### config.mk
export PLATFORM = sky130hd
export DESIGN_NAME = uart_tx_arbiter
export DESIGN_NICKNAME = d
export VERILOG_FILES = /design/src/rtl/uart_pkg.sv /design/src/rtl/rr_picker.sv /design/src/rtl/uart_tx_arbiter.sv
export SDC_FILE = /design/constraint.sdc
export NUM_CORES = 1
export LEC_CHECK = 0
export BUFFER_PORTS_ARGS = -buffer_cell sky130_fd_sc_hd__clkbuf_2
export CORE_MARGIN = 4
export CORE_UTILIZATION = 35
export DETAILED_ROUTE_END_ITERATION = 10
export PLACE_DENSITY_LB_ADDON = 0.15
export SLEW_MARGIN = 20
export SYNTH_ARGS = -nofsm -noshare
export SYNTH_HDL_FRONTEND = slang
export SYNTH_SLANG_ARGS = --single-unit
### constraint.sdc
create_clock -name clk_i -period 1.8 [get_ports clk_i]
set_input_delay 0 -clock clk_i [delete_from_list [all_inputs] [get_ports clk_i]]
set_output_delay 0 -clock clk_i [all_outputs]
set_load 0.02 [all_outputs]
### src/rtl/uart_pkg.sv
// Shared types for the UART transmit arbiter: FSM state encoding, parity
// modes and the latched frame record handed to the transmitter.
package uart_pkg;

   typedef enum logic [1:0] {
      IDLE      = 2'd0,
      ISSUE     = 2'd1,
      WAIT_BUSY = 2'd2,
      WAIT_DONE = 2'd3
   } state_e;

   localparam logic [1:0] PAR_NONE  = 2'b00;
   localparam logic [1:0] PAR_EVEN  = 2'b01;
   localparam logic [1:0] PAR_ODD   = 2'b10;
   localparam logic [1:0] PAR_NONE2 = 2'b11;

   typedef struct packed {
      logic [7:0] data;
      logic [1:0] parity;
   } frame_t;

endpackage

### src/rtl/rr_picker.sv
// Combinational round-robin selector: scans requests starting one past the
// previous grant and reports the first active index.
module rr_picker #(
   parameter int NREQ = 4,
   parameter int IW   = (NREQ > 1) ? $clog2(NREQ) : 1
) (
   input  logic [NREQ-1:0] req_i,
   input  logic [IW-1:0]   lastGrant_i,
   output logic [IW-1:0]   winner_o,
   output logic            any_o
);

   logic [IW-1:0] cand;

   always_comb begin
      winner_o = '0;
      any_o    = 1'b0;
      cand     = '0;
      for (int k = 1; k <= NREQ; k++) begin
         cand = IW'((int'(lastGrant_i) + k) % NREQ);
         if (!any_o && req_i[cand]) begin
            winner_o = cand;
            any_o    = 1'b1;
         end
      end
   end

endmodule

### src/rtl/uart_tx_arbiter.sv
// Shares one UART transmitter between NREQ requesters: round-robin pick,
// one-cycle issue strobe, then tracks the transmitter busy handshake.
module uart_tx_arbiter
   import uart_pkg::*;
#(
   parameter int NREQ         = 4,
   parameter int BUSY_TIMEOUT = 16
) (
   input  logic              clk_i,
   input  logic              rst_i,
   input  logic [NREQ-1:0]   req_i,
   input  logic [8*NREQ-1:0] reqData_i,
   input  logic [2*NREQ-1:0] reqParity_i,
   output logic [NREQ-1:0]   gnt_o,
   output logic              txValid_o,
   output logic [7:0]        txData_o,
   output logic [1:0]        txParityMode_o,
   input  logic              txBusy_i,
   output logic              err_o,
   output logic [15:0]       frameCnt_o
);

   localparam int IW = (NREQ > 1) ? $clog2(NREQ) : 1;
   localparam int TW = $clog2(BUSY_TIMEOUT + 1);
   localparam logic [TW-1:0] TMO_LAST = TW'(BUSY_TIMEOUT - 1);

   state_e          state_q;
   logic [IW-1:0]   lastGrant_q;
   logic [IW-1:0]   win_q;
   frame_t          latched_q;
   logic [NREQ-1:0] gnt_q;
   logic            txValid_q;
   logic [7:0]      txData_q;
   logic [1:0]      txParity_q;
   logic            err_q;
   logic [15:0]     frameCnt_q;
   logic [15:0]     frameCnt_d;
   logic [TW-1:0]   tmoCnt_q;
   logic [TW-1:0]   tmoCnt_d;

   logic [IW-1:0]   pickWinner;
   logic            pickAny;
   logic [7:0]      reqByte [NREQ];
   logic [1:0]      reqPar  [NREQ];

   for (genvar g = 0; g < NREQ; g++) begin : g_unpack
      assign reqByte[g] = reqData_i[8*g +: 8];
      assign reqPar[g]  = reqParity_i[2*g +: 2];
   end

   rr_picker #(
      .NREQ (NREQ),
      .IW   (IW)
   ) u_picker (
      .req_i       (req_i),
      .lastGrant_i (lastGrant_q),
      .winner_o    (pickWinner),
      .any_o       (pickAny)
   );

   assign frameCnt_d = frameCnt_q + 16'd1;
   assign tmoCnt_d   = tmoCnt_q + TW'(1);

   // The winner is frozen in IDLE so later REQ changes cannot redirect the
   // frame; the transmitter only sees new data on the ISSUE edge.
   always_ff @(posedge clk_i) begin
      if (rst_i) begin
         state_q     <= IDLE;
         lastGrant_q <= IW'(NREQ - 1);
         win_q       <= '0;
         latched_q   <= '0;
         gnt_q       <= '0;
         txValid_q   <= 1'b0;
         txData_q    <= 8'h00;
         txParity_q  <= PAR_NONE;
         err_q       <= 1'b0;
         frameCnt_q  <= 16'h0000;
         tmoCnt_q    <= '0;
      end else begin
         gnt_q     <= '0;
         txValid_q <= 1'b0;
         case (state_q)
            IDLE: begin
               if (pickAny) begin
                  win_q            <= pickWinner;
                  latched_q.data   <= reqByte[pickWinner];
                  latched_q.parity <= reqPar[pickWinner];
                  state_q          <= ISSUE;
               end
            end
            ISSUE: begin
               txValid_q        <= 1'b1;
               gnt_q[win_q]     <= 1'b1;
               txData_q         <= latched_q.data;
               txParity_q       <= latched_q.parity;
               lastGrant_q      <= win_q;
               tmoCnt_q         <= '0;
               state_q          <= WAIT_BUSY;
            end
            WAIT_BUSY: begin
               if (txBusy_i) begin
                  state_q <= WAIT_DONE;
               end else if (tmoCnt_q == TMO_LAST) begin
                  err_q   <= 1'b1;
                  state_q <= IDLE;
               end else begin
                  tmoCnt_q <= tmoCnt_d;
               end
            end
            WAIT_DONE: begin
               if (!txBusy_i) begin
                  frameCnt_q <= frameCnt_d;
                  state_q    <= IDLE;
               end
            end
            default: state_q <= IDLE;
         endcase
      end
   end

   assign gnt_o          = gnt_q;
   assign txValid_o      = txValid_q;
   assign txData_o       = txData_q;
   assign txParityMode_o = txParity_q;
   assign err_o          = err_q;
   assign frameCnt_o     = frameCnt_q;

endmodule
==> impl_results.md <==
- Status: finished, final reports clean
- Die area: 8520 um^2
- Busiest grt layer: met2
- Seq cells post-synth: 53
- Worst VDD drop: 0.378 mV
- Worst r2r path cells: 9
- Vias: 2311
- Worst setup EP type: flop
- Pre-antenna DRT Iters: 4
- Final Hold Viols: 0
- CP startpoint: tmoCnt_q[1]$_SDFFE_PP0P_
- Hpwl dp: 4.50 mm
- Layout cells sized above 1: 29.1%
- Slowest stage delay, CP: 0.35 ns
- Clock latency on the worst-skew pair: 0.31 ns
- CP Max Fanout: 4
- Dpl cell area: 3030 um^2
- Post-synth EDFFs: 0
- Number of port buffers: 78
- Mean Syn Cell Area: 8.61 um^2
- Wire length per cell: 12.8 um
- Relative slew margins: 63.7%
- Async SR Flop Fraction: 0%
- Met3 Usage GRT: 2.60%
- Unrepaired setup endpoints after global routing: no
- Die span in x: 92.3 um
- CP startpoint kind: flop
- Initial Utilization: 36.4%
- DRC violations left: 0
- Final worst path period need: 1.71 ns
- H-Tree Level Count: 2
- Util after Layout: 47.2%
- Cells after Synth: 289
- Distinct cells, synth: 40
- Root Buffer: clkbuf_8
- Final instance area: 3220 um^2
- DR iter-0 viols: 107
- First-pass GRT wire length: 10.2 mm
- Num CTS Buffers: 5
- Worst setup endpoint: tmoCnt_q[2]$_SDFFE_PP0P_
- Fill count: 722
- Leak Pwr: 1.38 nW
- Synth Warn #: 0
- Met1 usage: 18.2%
- # nets final: 430
- Core Area: 6830 um^2
- Crit share post-route: 95.0%
- Fmax: 0.585 GHz
- Hold Crit Class: in2reg
- Total grt overflow: 0
- N_diodes: 0
- CP most frequent cell: ha_1
- Critical Path RT: 2.03 ns
- Initial antenna violation count: 0
- ANT nets after route: 0
- Crit-path slowest cell: dfxtp_2
- Worst-case clock buffer depth: 2
- Number of global-route vias before repair: 2220
- Io pins: 79
- CTS Sinks: 53
- GR Util met2: 25.0%
- Crit Path Category: reg2reg
- Reg-to-reg startpoint: tmoCnt_q[1]$_SDFFE_PP0P_
- CTS tree: yes
- FF-to-FF End: tmoCnt_q[2]$_SDFFE_PP0P_
- Most area-consuming cells after synthesis: dfxtp_1 43%, nand2_1 6.3%, nor2_1 4.8%, mux2i_1 4.4%, and4_1 4.2%
- Cells along the critical path: ha_1, and3_1, ha_1, nor2_2, and2_4, buf_4, nand2_1, xor2_1, nor3_1
- # rows: 30
- Synthesis-to-layout area growth: 29.6%
- Clk_skew: 0.0108 ns
- Die Ht: 92.3 um
- CP arrival: 1.94 ns
- Reg2reg setup slack: 0.09 ns
- Tot GR Track Use: 14.6%
- Synth area leader: dfxtp_1
- Net Count, Synth: 339
- Multi-input logic area: 1350 um^2
- Sequential area share after synthesis: 42.7%
- Final wirelength: 6.12 mm
- GPL Wtd Cong: 0.764
- Vias per cell: 4.84
- Reg area: 1060 um^2
- Post-Syn Area: 2490 um^2
- Pwr dens: 819 nW/um^2
- Max-slew violations: 0
- Worst Max-Slew Pin Slew: 0.541 ns
- Primary FF master, synth: dfxtp_1
- Max-capacitance violation count: 0
- Yosys top cell area share: 42.7%
- Final setup fails: 0
- Clock slew at reported path FFs: 0.10 ns
- Pin count of the biggest net entering global routing: 25
[worst min path at each step]
stage,startpoint,endpoint,slack (ns),cells past startpoint
2_1_floorplan,txBusy_i,state_q[0]$_SDFFE_PP0P_,0.16,2
3_3_place_gp,reqData_i[9],latched_q[3]$_SDFFE_PP0P_,0.31,3
3_5_place_dp,txBusy_i,state_q[0]$_SDFFE_PP0P_,0.30,3
4_1_cts,reqData_i[1],latched_q[3]$_SDFFE_PP0P_,0.0008,3
5_1_grt,reqData_i[5],latched_q[7]$_SDFFE_PP0P_,0.02,3
6_report,reqData_i[1],latched_q[3]$_SDFFE_PP0P_,0.008,3
[repair_timing]
action,CTS,global route
pin swaps,2,2
endpoints found under the setup margin,1,3
hold buffers,6,0
endpoints found under the hold margin,4,0
gates resized for setup,4,2
setup buffers,3,1
[power breakdown]
group	internal, mW	total [mW]	switching [mW]
Combinational	0.289	0.625	0.336
Sequential	1.27	1.35	0.0783
Clock	0.278	0.664	0.386
Total	1.84	2.64	0.801
[cell type report]
class / instances / share of cell area, %
Clock inverter: 2 / 0.427
Tap cell: 96 / 3.73
Inverter: 3 / 0.349
Multi-Input combinational cell: 216 / 41.9
Clock buffer: 6 / 2.25
Timing Repair Buffer: 101 / 18.3
Sequential cell: 53 / 33.0
[worst max-delay path, delay by kind of cell (launching register included)]
family,cells,cell delay [ns]
xor gates and xnor gates,1,0.13
and+or+nand+nor,5,0.63
adders and majority gates,2,0.39
DFF,1,0.35
buffers and inverters,1,0.12
[flip-flops by register name, indices dropped and copies added, names as in the netlist, 4 cells and up]
signal      cells
frameCnt_o     16
latched_q      10
gnt_o           4
tmoCnt_q        5
txData_o        8
[Yosys cell counts, drive strengths merged (2+ instances only)]
cell type / n
a21oi: 16
o31a: 10
ha: 3
dfxtp: 53
o21ai: 13
mux2i: 11
buf: 5
and3: 6
and2: 2
o221ai: 3
o21a: 2
o211ai: 7
nor3: 5
inv: 3
nand3b: 2
nor2: 33
nand2b: 6
a211oi: 3
xnor2: 6
and4: 12
nand4: 6
nand2: 42
nor2b: 3
a31oi: 2
nand3: 4
clkbuf: 12
xor2: 11
[cells by family after synthesis]
family	Yosys count	share of synthesized area (%)
and+or+nand+nor	125	25.3
AOI/OAI and AO/OA	60	16.5
DFF	53	42.7
buffers and inverters	20	3.62
xor gates and xnor gates	17	5.99
muxes	11	4.43
adders and majority gates	3	1.51
[metrics by stage]
step / hold slack (ns) / TNS [ns] / worst slack [ns] / cells / total power, mW
final: 0.00813 / 0 / 0.0892 / 477 / 2.64
after global routing: 0.0197 / 0 / 0.0139 / 477 / 2.79
after CTS: 0.000830 / 0 / 0.0317 / 476 / 2.67
after detailed placement: 0.300 / -0.0681 / -0.0681 / 459 / 1.97
after global placement: 0.307 / 0 / 0.0854 / 459 / 1.96
after floorplan: 0.157 / 0 / 0.171 / 289 / 1.75
[layout by cell type (no fill, tap or decap), types with 2 or more instances in the layout]
| master | n |
|---|---|
| xnor2_1 | 6 |
| a211oi_1 | 3 |
| nor2_1 | 31 |
| dlygate4sd3_1 | 6 |
| ha_1 | 3 |
| nand3b_1 | 2 |
| o211ai_1 | 7 |
| dfxtp_2 | 2 |
| nor3_1 | 3 |
| nor2_2 | 2 |
| o21ai_1 | 2 |
| clkbuf_8 | 5 |
| nor3_2 | 2 |
| nand2b_1 | 6 |
| nor2b_1 | 3 |
| o21a_1 | 2 |
| nand2_1 | 42 |
| buf_4 | 16 |
| clkbuf_2 | 78 |
| o221ai_1 | 3 |
| xor2_1 | 11 |
| o31a_1 | 10 |
| nand3_1 | 4 |
| a21oi_1 | 16 |
| and4_1 | 12 |
| inv_1 | 3 |
| and3_1 | 6 |
| a31oi_1 | 2 |
| o21ai_0 | 11 |
| dfxtp_1 | 51 |
| nand4_1 | 6 |
| mux2i_1 | 11 |
[layer usage]
| layer | routed length (um) | vias up | part of all wire [%] |
|---|---|---|---|
| met5 | 0 | - | 0 |
| met4 | 91 | 0 | 1.5 |
| met3 | 324 | 6 | 5.3 |
| met2 | 2840 | 75 | 46 |
| met1 | 2860 | 1028 | 47 |
| li1 | - | 1202 | - |
Note: power is estimated with default switching activity, not from simulation.
